**src/rtl/panel_pkg.sv**
```systemverilog
// panel_pkg: types and constants shared by the panel column-scan logic.
//   NUM_COLS_DEFAULT : default column count of the panel
//   COL_IDX_W        : width of a binary column index
//   sel_t            : column command issued by the shift-control FSM
package panel_pkg;

  localparam int NUM_COLS_DEFAULT = 24;
  localparam int COL_IDX_W        = $clog2(NUM_COLS_DEFAULT);

  typedef enum logic [1:0] {
    SEL_HOLD  = 2'd0,
    SEL_LOAD  = 2'd1,
    SEL_SHIFT = 2'd2,
    SEL_RSVD  = 2'd3
  } sel_t;

endpackage

```
**src/rtl/column_shifter_if.sv**
```systemverilog
// column_shifter_if: bundles the command inputs and the scan outputs of
// column_shifter.
//   master modport (shift FSM / row path side): drives en, sel, scroll_en;
//                  observes active_col, col_idx, col_blank, frame_start,
//                  scroll_pos, tick, err
//   slave modport  (column_shifter side): the mirror image
interface column_shifter_if import panel_pkg::*; #(
  parameter int NUM_COLS = NUM_COLS_DEFAULT
) ();

  localparam int IDX_W = $clog2(NUM_COLS);

  logic                en;
  sel_t                sel;
  logic                scroll_en;
  logic [NUM_COLS-1:0] active_col;
  logic [IDX_W-1:0]    col_idx;
  logic                col_blank;
  logic                frame_start;
  logic [IDX_W-1:0]    scroll_pos;
  logic                tick;
  logic                err;

  modport master (
    output en, sel, scroll_en,
    input  active_col, col_idx, col_blank, frame_start, scroll_pos, tick, err
  );

  modport slave (
    input  en, sel, scroll_en,
    output active_col, col_idx, col_blank, frame_start, scroll_pos, tick, err
  );

endinterface

```
**src/rtl/tick_prescaler.sv**
```systemverilog
// tick_prescaler: divides clk down to one command-sample tick per column
// dwell period.
//   clk     : system clock
//   reset_n : synchronous active-low reset, clears the count
//   en      : count enable; the count is frozen while low
//   tick    : high during the cycle the count sits at TICK_DIV-1 with en high
module tick_prescaler #(
  parameter int TICK_DIV = 1000
) (
  input  logic clk,
  input  logic reset_n,
  input  logic en,
  output logic tick
);

  localparam int CNT_W = $clog2(TICK_DIV);
  localparam logic [CNT_W-1:0] LAST_CNT = CNT_W'(TICK_DIV - 1);

  logic [CNT_W-1:0] r_cnt;

  // Combinational so the tick cycle is exactly the terminal-count cycle;
  // consumers register the effect of the command at the end of it.
  assign tick = en && (r_cnt == LAST_CNT);

  always_ff @(posedge clk) begin
    if (!reset_n) begin
      r_cnt <= '0;
    end else if (en) begin
      r_cnt <= tick ? '0 : r_cnt + 1'b1;
    end
  end

endmodule

```
**src/rtl/column_shifter.sv**
```systemverilog
// column_shifter: owns the one-hot active-column register of the panel scan.
//   clk     : system clock
//   reset_n : synchronous active-low reset
//   bus     : column_shifter_if slave port
//     en          in   scan enable (freezes the dwell prescaler when low)
//     sel         in   HOLD / LOAD / SHIFT / reserved, sampled on tick only
//     scroll_en   in   allows scroll_pos to advance on a frame start
//     active_col  out  one-hot active column, bit 0 = leftmost
//     col_idx     out  binary index of the active column
//     col_blank   out  high for BLANK_CYCLES clocks after each column change
//     frame_start out  one-cycle pulse when the scan returns to column 0
//     scroll_pos  out  per-frame scroll offset, 0..NUM_COLS-1
//     tick        out  command-sample strobe
//     err         out  sticky: reserved command seen or one-hot broken
module column_shifter import panel_pkg::*; #(
  parameter int NUM_COLS     = NUM_COLS_DEFAULT,
  parameter int TICK_DIV     = 1000,
  parameter int BLANK_CYCLES = 4
) (
  input  logic            clk,
  input  logic            reset_n,
  column_shifter_if.slave bus
);

  localparam int IDX_W = $clog2(NUM_COLS);
  localparam int BLK_W = $clog2(BLANK_CYCLES + 1);
  localparam logic [IDX_W-1:0]    LAST_IDX   = IDX_W'(NUM_COLS - 1);
  localparam logic [BLK_W-1:0]    BLANK_LOAD = BLK_W'(BLANK_CYCLES);
  localparam logic [NUM_COLS-1:0] FIRST_COL  = NUM_COLS'(1);

  logic w_tick;
  logic w_load;
  logic w_shift;
  logic w_rsvd;
  logic w_wrap;
  logic w_frame;

  logic [NUM_COLS-1:0] r_active_col;
  logic [IDX_W-1:0]    r_col_idx;
  logic [IDX_W-1:0]    r_scroll_pos;
  logic [BLK_W-1:0]    r_blank_cnt;
  logic                r_frame_start;
  logic                r_err;

  tick_prescaler #(
    .TICK_DIV(TICK_DIV)
  ) u_prescaler (
    .clk    (clk),
    .reset_n(reset_n),
    .en     (bus.en),
    .tick   (w_tick)
  );

  assign w_load  = w_tick && (bus.sel == SEL_LOAD);
  assign w_shift = w_tick && (bus.sel == SEL_SHIFT);
  assign w_rsvd  = w_tick && (bus.sel == SEL_RSVD);
  // A shift out of the last column wraps to column 0 and starts a new frame.
  assign w_wrap  = w_shift && r_active_col[NUM_COLS-1];
  assign w_frame = w_load || w_wrap;

  always_ff @(posedge clk) begin
    if (!reset_n) begin
      r_active_col  <= FIRST_COL;
      r_col_idx     <= '0;
      r_scroll_pos  <= '0;
      r_blank_cnt   <= '0;
      r_frame_start <= 1'b0;
      r_err         <= 1'b0;
    end else begin
      if (w_load) begin
        r_active_col <= FIRST_COL;
        r_col_idx    <= '0;
      end else if (w_shift) begin
        r_active_col <= {r_active_col[NUM_COLS-2:0], r_active_col[NUM_COLS-1]};
        r_col_idx    <= w_wrap ? '0 : r_col_idx + 1'b1;
      end

      // LOAD counts as a change even when column 0 is already active.
      if (w_load || w_shift) begin
        r_blank_cnt <= BLANK_LOAD;
      end else if (r_blank_cnt != '0) begin
        r_blank_cnt <= r_blank_cnt - 1'b1;
      end

      r_frame_start <= w_frame;

      // Lands on the same edge that raises frame_start.
      if (w_frame && bus.scroll_en) begin
        r_scroll_pos <= (r_scroll_pos == LAST_IDX) ? '0 : r_scroll_pos + 1'b1;
      end

      if (w_rsvd || !$onehot(r_active_col)) begin
        r_err <= 1'b1;
      end
    end
  end

  assign bus.active_col  = r_active_col;
  assign bus.col_idx     = r_col_idx;
  assign bus.col_blank   = (r_blank_cnt != '0);
  assign bus.frame_start = r_frame_start;
  assign bus.scroll_pos  = r_scroll_pos;
  assign bus.tick        = w_tick;
  assign bus.err         = r_err;

endmodule

```
**src/flat_wrapper.sv**
```systemverilog
// flat-port wrapper written by rule: the top's interface ports become plain ports
module column_shifter_flat import panel_pkg::*;
#(
  parameter int NUM_COLS     = NUM_COLS_DEFAULT,
  parameter int TICK_DIV     = 1000,
  parameter int BLANK_CYCLES = 4
)
  (clk, reset_n, bus_en, bus_sel, bus_scroll_en, bus_active_col, bus_col_idx, bus_col_blank, bus_frame_start, bus_scroll_pos, bus_tick, bus_err);
  column_shifter_if #(.NUM_COLS(NUM_COLS)) bus_i ();
  input  logic clk;
  input  logic reset_n;
  input wire logic [$bits(bus_i.en)-1:0] bus_en;
  input wire logic [$bits(bus_i.sel)-1:0] bus_sel;
  input wire logic [$bits(bus_i.scroll_en)-1:0] bus_scroll_en;
  output wire logic [$bits(bus_i.active_col)-1:0] bus_active_col;
  output wire logic [$bits(bus_i.col_idx)-1:0] bus_col_idx;
  output wire logic [$bits(bus_i.col_blank)-1:0] bus_col_blank;
  output wire logic [$bits(bus_i.frame_start)-1:0] bus_frame_start;
  output wire logic [$bits(bus_i.scroll_pos)-1:0] bus_scroll_pos;
  output wire logic [$bits(bus_i.tick)-1:0] bus_tick;
  output wire logic [$bits(bus_i.err)-1:0] bus_err;
  assign bus_i.en = bus_en;
  assign bus_i.sel = bus_sel;
  assign bus_i.scroll_en = bus_scroll_en;
  assign bus_active_col = bus_i.active_col;
  assign bus_col_idx = bus_i.col_idx;
  assign bus_col_blank = bus_i.col_blank;
  assign bus_frame_start = bus_i.frame_start;
  assign bus_scroll_pos = bus_i.scroll_pos;
  assign bus_tick = bus_i.tick;
  assign bus_err = bus_i.err;
  column_shifter #(.NUM_COLS(NUM_COLS), .TICK_DIV(TICK_DIV), .BLANK_CYCLES(BLANK_CYCLES)) u_core (.clk(clk), .reset_n(reset_n), .bus(bus_i));
endmodule
```
**config.mk**
```make
export PLATFORM = sky130hd
export DESIGN_NAME = column_shifter_flat
export DESIGN_NICKNAME = d
export VERILOG_FILES = /design/src/rtl/panel_pkg.sv /design/src/rtl/column_shifter_if.sv /design/src/rtl/tick_prescaler.sv /design/src/rtl/column_shifter.sv /design/src/flat_wrapper.sv
export SDC_FILE = /design/constraint.sdc
export NUM_CORES = 1
export LEC_CHECK = 0
export CORE_ASPECT_RATIO = 0.75
export CORE_MARGIN = 2
export CORE_UTILIZATION = 49
export CTS_CLUSTER_DIAMETER = 150
export DETAILED_ROUTE_END_ITERATION = 16
export GPL_TIMING_DRIVEN = 0
export PLACE_DENSITY = 0.84
export SLEW_MARGIN = 40
export SYNTH_ARGS = -nofsm -noshare
export SYNTH_HDL_FRONTEND = slang
export SYNTH_SLANG_ARGS = --single-unit
```
**constraint.sdc**
```tcl
create_clock -name clk -period 4.1 [get_ports clk]
set_input_delay 0.82 -clock clk [delete_from_list [all_inputs] [get_ports clk]]
set_output_delay 0.82 -clock clk [all_outputs]
set_load 0.005 [all_outputs]
```
# Yosys cells after proc, flatten, opt, wreduce, memory -nomap -nowiden
# Cells that the tools add are included.
[classes]
n_addsub = 27
eq_ne = 6
muxes = 5
bitwise_logic = 1
reduce_logical = 14
[op_table]
columns = ["operator", "n"]
rows = [
  ["5-bit adder", 11],
  ["1-bit by 1-bit adder with 2-bit output", 12],
  ["10-bit by 1-bit adder with 10-bit output, second input constant", 1],
  ["5-bit by 1-bit adder with 5-bit output, second input constant", 2],
  ["10-bit == test, second input constant", 1],
  ["10-bit 2-to-1 mux", 1],
  ["5-bit 2-to-1 mux", 2],
  ["1-bit logical AND", 6],
  ["3-bit 2-to-1 mux", 2],
  ["5-bit by 1-bit == test with 1-bit output, second input constant", 1],
  ["5-bit == test, second input constant", 1],
  ["2-bit == test, second input constant", 2],
  ["2-bit OR reduction", 2],
  ["1-bit logical OR", 3],
  ["3-bit nonzero test", 1],
  ["3-bit by 1-bit subtractor with 3-bit output, second input constant", 1],
  ["2-bit by 1-bit == test with 1-bit output, second input constant", 1],
  ["2-bit nonzero test", 1],
  ["1-bit zero test", 1],
  ["1-bit inverter", 1],
]
[word_totals]
ff_bits = 49
out_inout_bits = 38
elab_cells = 61

# Longest topological paths before layout
# Gate-level depths: netlist of the first run.
[depth]
ltp_word = 8
mapped_depth = 16
ltp_nobuf = 16

# Cells and area by module
# A second synthesis of the first run with hierarchy kept.
[hier_totals]
hier_cells = 299
hier_area_um2 = 2616.3
[modules_own_cells]
columns = ["mod", "n_inst", "cells_per_inst", "area_per_inst_um2"]
rows = [
  ["column_shifter", 1, 245, 2102.0],
  ["tick_prescaler", 1, 54, 514.2],
]

# Worst setup path after synthesis of the first run
# OpenSTA, ideal clock, no wires.
[synth_path]
path_type = "reg-to-reg"
from = "register u_core.r_active_col[23], in the netlist u_core.bus.active_col[23]"
to = "register u_core.r_err, in the netlist u_core.bus.err"
setup_ns = 0.123
arrival_time_ns = 4.357
required_ns = 3.977
path_slack_ns = -0.380
path_stages_with_launch = 15
n_path_buf = 0
period_less_slack_ns = 4.480
path_cell_list = "dfxtp_1 -> ha_1 -> fa_1 -> inv_1 -> fa_1 -> fa_1 -> fa_1 -> inv_1 -> fa_1 -> ha_1 -> fa_1 -> nor4b_1 -> nand2_1 -> a31oi_1 -> a21oi_1"
[synth_between]
elab_chain_cells = 7
[synth_lines]
columns = ["element", "line", "source"]
rows = [
  ["start: declaration", "column_shifter.sv:38", "logic [NUM_COLS-1:0] r_active_col;"],
  ["start signal: assignment", "column_shifter.sv:74", "r_active_col <= {r_active_col[NUM_COLS-2:0], r_active_col[NUM_COLS-1]};"],
  ["1-bit by 1-bit adder with 2-bit output (implied by the code)", "column_shifter.sv:92", "if (w_rsvd || !$onehot(r_active_col)) begin"],
  ["5-bit adder (implied by the code) (3 in series)", "column_shifter.sv:92", ""],
  ["5-bit by 1-bit == test with 1-bit output", "column_shifter.sv:92", ""],
  ["1-bit zero test", "column_shifter.sv:92", ""],
  ["1-bit logical OR", "column_shifter.sv:92", ""],
  ["end signal: assignment", "column_shifter.sv:68", "r_err <= 1'b0;"],
  ["end signal: assignment", "column_shifter.sv:93", "r_err <= 1'b1;"],
  ["end: declaration", "column_shifter.sv:43", "logic r_err;"],
]
# Every way passes these cells.
# A chain may end at the register's enable or synchronous reset.

# Final worst setup path of the first run
[layout_path]
from = "register u_core.r_active_col[8], in the netlist u_core.bus.active_col[8]"
to = "register u_core.r_err, in the netlist u_core.bus.err"
[layout_between]
elab_chain_cells = 8
[layout_lines]
columns = ["element", "line"]
rows = [
  ["1-bit by 1-bit adder with 2-bit output (implied by the code)", "column_shifter.sv:92"],
  ["5-bit adder (implied by the code) (4 in series)", "column_shifter.sv:92"],
  ["5-bit by 1-bit == test with 1-bit output", "column_shifter.sv:92"],
  ["1-bit zero test", "column_shifter.sv:92"],
  ["1-bit logical OR", "column_shifter.sv:92"],
]
# Every way passes these cells.

==> flow_metrics.tcl, run 1 <==
set metrics [dict create \
    io_pins 44 \
    p_comb_share_pct 10.8 \
    dieArea_sq_um 6620 \
    layout_common_cells "nand2_1, clkdlybuf4s50_1, dfxtp_1" \
    die_h_um 71.0 \
    power_density_nw_per_um2 249 \
    overflow 0 \
    avgSynthCellArea_sq_um 9.24 \
    startpoint_type "flip-flop" \
    cts-htree-levels 2 \
    grt_pass1_wl_um 11200 \
    grt_max_degree 17 \
    fin_cells 451 \
    grt_setup_unrepaired "true" \
    period_share_pct 108 \
    setup_ws_ps -311 \
    drv_cap 0 \
    synth-seq-area-share_pct 33.5 \
    grt_util_all_layers_pct 21.8 \
    synthCells 317 \
    required_ps 4310 \
    min-delay-start "u_core.bus.active_col[16]$_SDFFE_PP0P_" \
    wl_per_cell_um 14.4 \
    post-place-ws_ps -390 \
    antenna_left 0 \
    cts_tree "built" \
    peakVddDrop_mv 0.163 \
    drive_gt1_share_pct 19.0 \
    layout.cells.most_common "nand2_1" \
    grt_pass1_vias 2364 \
    p_int_uw 688 \
    reg2reg_from "u_core.bus.active_col[8]$_SDFFE_PP0P_" \
    core_area_sq_um 5800 \
    start_util_pct 50.5 \
    fmax_mhz 227 \
    skew_ps 12.3 \
    crit_path_end_kind "flip-flop" \
    synthesis.area_sq_um 2930 \
    dp.cells 437 \
    die_w_um 93.3 \
    placed_area_sq_um 3510 \
    synth-main-ff-cell "dfxtp_1" \
    synth_seq_cells 49 \
    synth_nets 366 \
    violations "negative setup slack" \
    slew_violations 0 \
    route.detailed.drc 0 \
    first_pass_iters 4 \
    gp_congestion 0.835 \
    clockBufferDepth 2 \
    grt_antenna_before_repair 0 \
    crit_fanout 4 \
    root_buffer "clkbuf_8" \
    async_flop_share_pct 0 \
    startpoint "u_core.bus.active_col[8]$_SDFFE_PP0P_" \
    drtIter0Drc 140 \
    synth_cell_types 39 \
    path_class "flip-flop to flip-flop" \
    final_nets 421 \
    netlist.area_leader.share_pct 33.5 \
    status "complete, but fails checks" \
    relSlewSlack_pct 67.0 \
    hold_slack_ps 479 \
    vias_per_cell 5.18 \
    yosys.area.top_type "dfxtp_1" \
    cts_sinks 49 \
    clk_pin_slew_ps 100 \
    setup_viol 1 \
    p_sw_uw 233 \
    worst_pin_slew_ps 489 \
    antenna_cells 0 \
    area_growth_pct 26.0 \
    finalHoldViolations 0 \
    pwr-share-clk_pct 36.0 \
    min_path_type "flip-flop to flip-flop" \
    fin_area_sq_um 3690 \
    p_leak_nw 1.43 \
    dp_hpwl_um 4730 \
    synth_warnings 0 \
    synth_area_leaders "dfxtp_1, fa_1, ha_1" \
    cts_buffers 5 \
    synth_edf_count 0 \
    finalCriticalPeriod_ps 4410 \
    insertion_delay_ps 320 \
    drt-total-wl_um 6470 \
    sw_frac_of_total_pct 25.3 \
    vias 2335 \
    pwr-share-seq_pct 53.2 \
    placementRows 24 \
    numPortBuffers 42 \
    critPathArrivalTime_ps 4620 \
]
## cell usage after synthesis, drive strengths merged, types with 3 or more instances
| master | number |
|---|---|
| nand3b | 4 |
| nand4 | 7 |
| a21o | 4 |
| xor2 | 5 |
| clkbuf | 3 |
| nor2 | 15 |
| ha | 24 |
| inv | 39 |
| dfxtp | 49 |
| nand3 | 8 |
| nor2b | 3 |
| a21oi | 33 |
| buf | 7 |
| nand2 | 57 |
| fa | 19 |
| xnor2 | 8 |
| o21ai | 5 |
| nor3 | 5 |
| mux2i | 4 |
## what timing repair did
| action | in CTS | in global routing |
|---|---|---|
| gates resized for setup | 7 | 5 |
| endpoints found under the setup margin | 1 | 1 |
| hold endpoints to repair | 0 | 0 |
| setup buffers | 6 | 0 |
| pin swaps | 9 | 6 |
| hold buffers | 0 | 0 |
| cloned | 0 | 0 |
## routing by layer
layer	track usage, %	up-vias	routed length, um
li1	-	1149	-
met1	28.5	1122	2840
met2	36.5	56	3180
met3	3.41	8	341
met4	8.82	0	113
met5	0	-	0
## critical path, stage by stage (launching register included)
cell     delay (ps)
dfxtp_2         380
ha_1            150
inv_1            50
fa_1            560
fa_1            450
fa_1            510
fa_1            500
inv_1            60
fa_1            480
ha_2            180
fa_1            420
nor4b_2         240
nand2_1         100
a31oi_1         150
a21oi_1          80
## power groups by stage
stage          Clock, mW  Combinational, mW  Sequential (mW)
2_1_floorplan          0             0.0677            0.500
4_1_cts            0.336              0.101            0.490
3_3_place_gp           0             0.0942            0.500
3_5_place_dp           0             0.0999            0.502
6_report           0.331             0.0996            0.490
5_1_grt            0.355              0.113            0.491
## through the flow
stage	total power, mW	util (%)	TNS (ps)
2_1_floorplan	0.567	-	-134
3_3_place_gp	0.595	60.6	-300
3_5_place_dp	0.602	60.6	-390
4_1_cts	0.927	63.6	-343
5_1_grt	0.958	63.7	-523
6_report	0.921	63.7	-311
## logic make-up after synthesis
group	share of synthesized area, %
simple gates	19.2
compound gates	10.5
flops	33.5
mux	1.37
xor+xnor	3.89
fa+ha+maj	23.2
buf+inv	8.33
## final cells by class
| class | count | area, sq um |
|---|---|---|
| Clock inverter | 2 | 16.3 |
| Sequential cell | 49 | 1010 |
| Inverter | 39 | 149 |
| Timing Repair Buffer | 48 | 465 |
| Buffer | 10 | 95.1 |
| Clock buffer | 6 | 93.8 |
| Tap cell | 78 | 97.6 |
| Multi-Input combinational cell | 219 | 1770 |
| Fill cell | 453 | 2100 |
## flip-flops by register name, summed over array words and instances, names as in the netlist
name,flops
u_core.bus.active_col,24
u_core.u_prescaler.r_cnt,10
u_core.bus.col_idx,5
u_core.bus.scroll_pos,5
u_core.r_blank_cnt,3
u_core.bus.err,1
u_core.bus.frame_start,1
## path summary, 6_finish.rpt
| check | to | slack, ps | depth (start not counted) |
|---|---|---|---|
| max | u_core.bus.err$_SDFFE_PN0P_ | -310 | 14 |
| min reg2reg | u_core.bus.active_col[17]$_SDFFE_PP0P_ | 480 | 2 |
| min | u_core.bus.active_col[17]$_SDFFE_PP0P_ | 480 | 2 |
| max reg2reg | u_core.bus.err$_SDFFE_PN0P_ | -310 | 14 |
Note: power is estimated with default switching activity, not from simulation.
==> inputs of run 2 (changes only) <==
SKIP_CTS_REPAIR_TIMING = 1   (was unset)
==> flow_metrics.tcl, run 2 (same netlist as run 1, synthesis figures left out) <==
set metrics [dict create \
    violations "negative setup slack" \
    sw_frac_of_total_pct 25.4 \
    drt-total-wl_um 6280 \
    dp_hpwl_um 4730 \
    antenna_cells 0 \
    required_ps 4310 \
    vias 2318 \
    cts_buffers 5 \
    skew_ps 13.8 \
    grt_setup_unrepaired "true" \
    power_density_nw_per_um2 251 \
    first_pass_iters 4 \
    finalPower_uw 920 \
    cts_sinks 49 \
    worst_pin_slew_ps 488 \
    cts-htree-levels 2 \
    worst_hold_path.endpoint "u_core.bus.active_col[13]$_SDFFE_PP0P_" \
    layout.cells.most_common "nand2_1" \
    dieArea_sq_um 6620 \
    cts_tree "built" \
    layout_common_cells "nand2_1, clkdlybuf4s50_1, dfxtp_1" \
    min_path_cells 2 \
    setup_viol 1 \
    min-delay-start "u_core.bus.active_col[13]$_SDFFE_PP0P_" \
    grt_max_degree 17 \
    wl_per_cell_um 13.9 \
    period_share_pct 109 \
    route.detailed.drc 0 \
    regArea_sq_um 1010 \
    peakVddDrop_mv 0.163 \
    drtIter0Drc 110 \
    multi_input_area_sq_um 1750 \
    gp_congestion 0.835 \
    rr_endpoint "u_core.bus.err$_SDFFE_PN0P_" \
    final_util_pct 63.4 \
    die_w_um 93.3 \
    grt_antenna_before_repair 0 \
    clockBufferDepth 2 \
    start_util_pct 50.5 \
    root_buffer "clkbuf_8" \
    area_growth_pct 25.4 \
    crit_fanout 4 \
    r2r_cells 16 \
    grt_pass1_vias 2223 \
    grt_util_all_layers_pct 20.7 \
    finalHoldViolations 0 \
    overflow 0 \
    insertion_delay_ps 320 \
    numPortBuffers 42 \
    pwr-share-seq_pct 53.1 \
    relSlewSlack_pct 67.1 \
    setup_ws_ps -357 \
    io_pins 44 \
    min_path_type "flip-flop to flip-flop" \
    path_class "flip-flop to flip-flop" \
    reg2reg_from "u_core.bus.active_col[21]$_SDFFE_PP0P_" \
    die_h_um 71.0 \
    core_area_sq_um 5800 \
    pwr-share-clk_pct 36.0 \
    grt_pass1_wl_um 10500 \
    placementRows 24 \
    slew_violations 0 \
    drive_gt1_share_pct 17.2 \
    p_int_uw 686 \
    crit_path_end_kind "flip-flop" \
    reg2reg_setup_slack_ps -360 \
    antenna_left 0 \
    startpoint_type "flip-flop" \
    fmax_mhz 224 \
    critPathArrivalTime_ps 4670 \
    fillCellCount 459 \
    largest_reg_flops 24 \
    clk_pin_slew_ps 100 \
    final_nets 420 \
    p_comb_share_pct 10.9 \
    p_sw_uw 234 \
    vias_per_cell 5.15 \
    drv_cap 0 \
    p_leak_nw 1.43 \
    status "complete, but fails checks" \
    finalCriticalPeriod_ps 4460 \
]
-- run 2: routing by layer --
layer | GRT usage [%] | up-vias | share of wire (%)
li1 | - | 1150 | -
met1 | 27.2 | 1109 | 45
met2 | 34.1 | 50 | 49
met3 | 3.41 | 9 | 3.9
met4 | 8.33 | 0 | 1.7
met5 | 0 | - | 0
-- run 2: worst max path at each step --
| stage | startpoint | cells past startpoint | slack, ps | endpoint |
|---|---|---|---|---|
| final | u_core.bus.active_col[21]$_SDFFE_PP0P_ | 16 | -360 | u_core.bus.err$_SDFFE_PN0P_ |
| after global routing | u_core.bus.active_col[21]$_SDFFE_PP0P_ | 16 | -570 | u_core.bus.err$_SDFFE_PN0P_ |
| after CTS | u_core.bus.active_col[18]$_SDFFE_PP0P_ | 16 | -410 | u_core.bus.err$_SDFFE_PN0P_ |
| after detailed placement | u_core.bus.active_col[18]$_SDFFE_PP0P_ | 16 | -390 | u_core.bus.err$_SDFFE_PN0P_ |
| after global placement | u_core.bus.active_col[18]$_SDFFE_PP0P_ | 16 | -300 | u_core.bus.err$_SDFFE_PN0P_ |
| after floorplan | u_core.bus.active_col[2]$_SDFFE_PP0P_ | 14 | -130 | u_core.bus.err$_SDFFE_PN0P_ |
-- run 2: cell type report --
type                            instances  area share (%)
Inverter                               39            4.05
Tap cell                               78            2.66
Sequential cell                        49            27.5
Timing Repair Buffer                   47            12.5
Buffer                                 10            2.59
Clock buffer                            6            2.56
Multi-Input combinational cell        219            47.7
Clock inverter                          2           0.443
-- run 2: worst max-delay path, stage by stage, from the launching register on --
cell and delay (ps):
dfxtp_4 380, ha_2 260, inv_1 70, fa_2 450, fa_2 570, inv_1 50
fa_1 380, inv_2 80, fa_1 380, inv_1 80, fa_1 410, ha_2 200
fa_1 450, nor4b_2 260, nand2_1 90, a31oi_1 150, a21oi_1 80
-- run 2: power groups by stage --
stage	Sequential, mW	Combinational, mW	Clock (mW)
2_1_floorplan	0.500	0.0677	0
3_3_place_gp	0.500	0.0942	0
3_5_place_dp	0.502	0.0999	0
4_1_cts	0.491	0.101	0.336
5_1_grt	0.490	0.113	0.355
6_report	0.489	0.0999	0.331
-- run 2: metrics by stage --
stage                     hold slack (ps)  instances  setup TNS [ps]  setup slack [ps]  instance area (sq um)
final                                 476        450            -357              -357                   3670
after global routing                  489        450            -570              -570                   3670
after CTS                             480        445            -410              -410                   3620
after detailed placement              472        437            -390              -390                   3510
after global placement                468        437            -300              -300                   3510
after floorplan                       456        317            -134              -134                   3000
==> patch: new RTL, config.mk and constraints of run 2 <==
`BLANK_CYCLES` is set to 4 in 2 places; all go to 8.
--- a/src/rtl/column_shifter.sv
+++ b/src/rtl/column_shifter.sv
@@ -16,5 +16,5 @@
   parameter int NUM_COLS     = NUM_COLS_DEFAULT,
   parameter int TICK_DIV     = 1000,
-  parameter int BLANK_CYCLES = 4
+  parameter int BLANK_CYCLES = 8
 ) (
   input  logic            clk,
--- a/src/flat_wrapper.sv
+++ b/src/flat_wrapper.sv
@@ -4,5 +4,5 @@
   parameter int NUM_COLS     = NUM_COLS_DEFAULT,
   parameter int TICK_DIV     = 1000,
-  parameter int BLANK_CYCLES = 4
+  parameter int BLANK_CYCLES = 8
 )
   (clk, reset_n, bus_en, bus_sel, bus_scroll_en, bus_active_col, bus_col_idx, bus_col_blank, bus_frame_start, bus_scroll_pos, bus_tick, bus_err);
Behaviour: same outputs for any inputs over 10 cycles, from zero or initial values and one cycle with reset_n low; that may be too few to reach the edited logic, so the function may still have changed.
==> patch against run 2 <==
  * The run still ends with negative setup slack left
  * Area after synthesis shrank 2.5%
  * Count of clock-buffer cells in the layout shrank 1
  * Global-route usage shrank 1.4 points
  * Routed wire length shrank 5.3%
  * Cell area shrank 3.4%
  * Setup slack gained 0.0088 ns
  * Power grew 9.8%
  * Via count grew 0.65%
  * Sequential cell count grew 1
==> patch: results (changes against run 2) <==
Run status
  – Status: finished with violations
  – Failing checks: negative setup slack

Place
  – Dpl hpwl: 4620 um (-2.4%)
  – Area post-placement: 3430 um^2 (-2.5%)
  – Final GP Congestion: 0.814 (-2.5%)
  – Post-placement setup slack: -0.307 ns (+0.0831 ns)
  – Cells after DPL: 441 (+0.92%)

Synthesis
  – Post-Synthesis Cells: 321 (+1.3%)
  – Adder-cell share of the synthesized area: 23.4% (+0.15 points)
  – Most frequent cells after synthesis: nand2_1 (59), dfxtp_1 (50), inv_1 (37)
  – Multiplexer share of the synthesized area: 0.701% (-0.67 points)
  – XOR/XNOR Fraction of Synth Area: 3.99% (+0.099 points)
  – Net Count, Synth: 369 (+0.82%)
  – Register area share after synthesis: 35.0% (+1.6 points)
  – Compound-Gate Fraction of Synth Area: 10.4% (-0.085 points)
  – Largest cells by area after synthesis: dfxtp_1 (35%), fa_1 (13%), ha_1 (10%), nand2_1 (7.8%), a21oi_1 (6.1%)

Detailed routing
  – WL met3: 199 um (-19%)
  – Met2 wire len: 2720 um (-12%)
  – Initial drt markers: 136 (+24%)

Cells and area
  – Final nets: 418 (-0.48%)
  – Layout cell share with drive strength beyond 1: 11.6% (-5.6 points)

GRT
  – GRT Resource Usage Total: 19.2% (-1.4 points)
  – Global routing usage on met3: 3.34% (-0.064 points)
  – Global-route wire length before repair: 9920 um (-5.9%)
  – Met2 GRT Util: 30.8% (-3.3 points)

Pwr
  – Maximum VDD drop: 0.000149 V (-8.6%)

Timing
  – Setup WS post-layout: -0.348 ns (+0.00877 ns)
  – Clk_skew: 0.00492 ns (-0.00888 ns)
  – Setup Viol. Count Final: 1 (unchanged)

Worst setup path
  – Critical Path Fanout Max: 5 (+1)
  – Crit-path max cell delay: 0.53 ns (-0.04 ns)
## patch: final timing paths
check                             from                        to  slack [ns]  depth (start not counted)
max          u_core.bus.active_col[23]            u_core.bus.err       -0.35                         14
min           u_core.bus.active_col[9]  u_core.bus.active_col[9]        0.47                          2
max reg2reg  u_core.bus.active_col[23]            u_core.bus.err       -0.35                         14
min reg2reg   u_core.bus.active_col[9]  u_core.bus.active_col[9]        0.47                          2
## patch: final cells by class
cell class	instances	area, um^2	share of cell area [%]
sequential	50	1020	28.8
clock buffer	5	68.8	1.94
timing repair buffer	42	420	11.9
buffer	12	70.1	1.98
clock inverter	3	45.0	1.27
tap	78	97.6	2.75
multi-input combinational	222	1690	47.5
inverter	37	139	3.92
## patch: tightest hold or removal path, cell delays in order (launching register included)
cell and delay, ns:
dfxtp_2 0.34, nand2_1 0.05, a21oi_1 0.05
## patch: report_power, final
part	switching [uW]	internal, uW
clock network	171	182
logic	72.3	68.8
registers	13.4	503
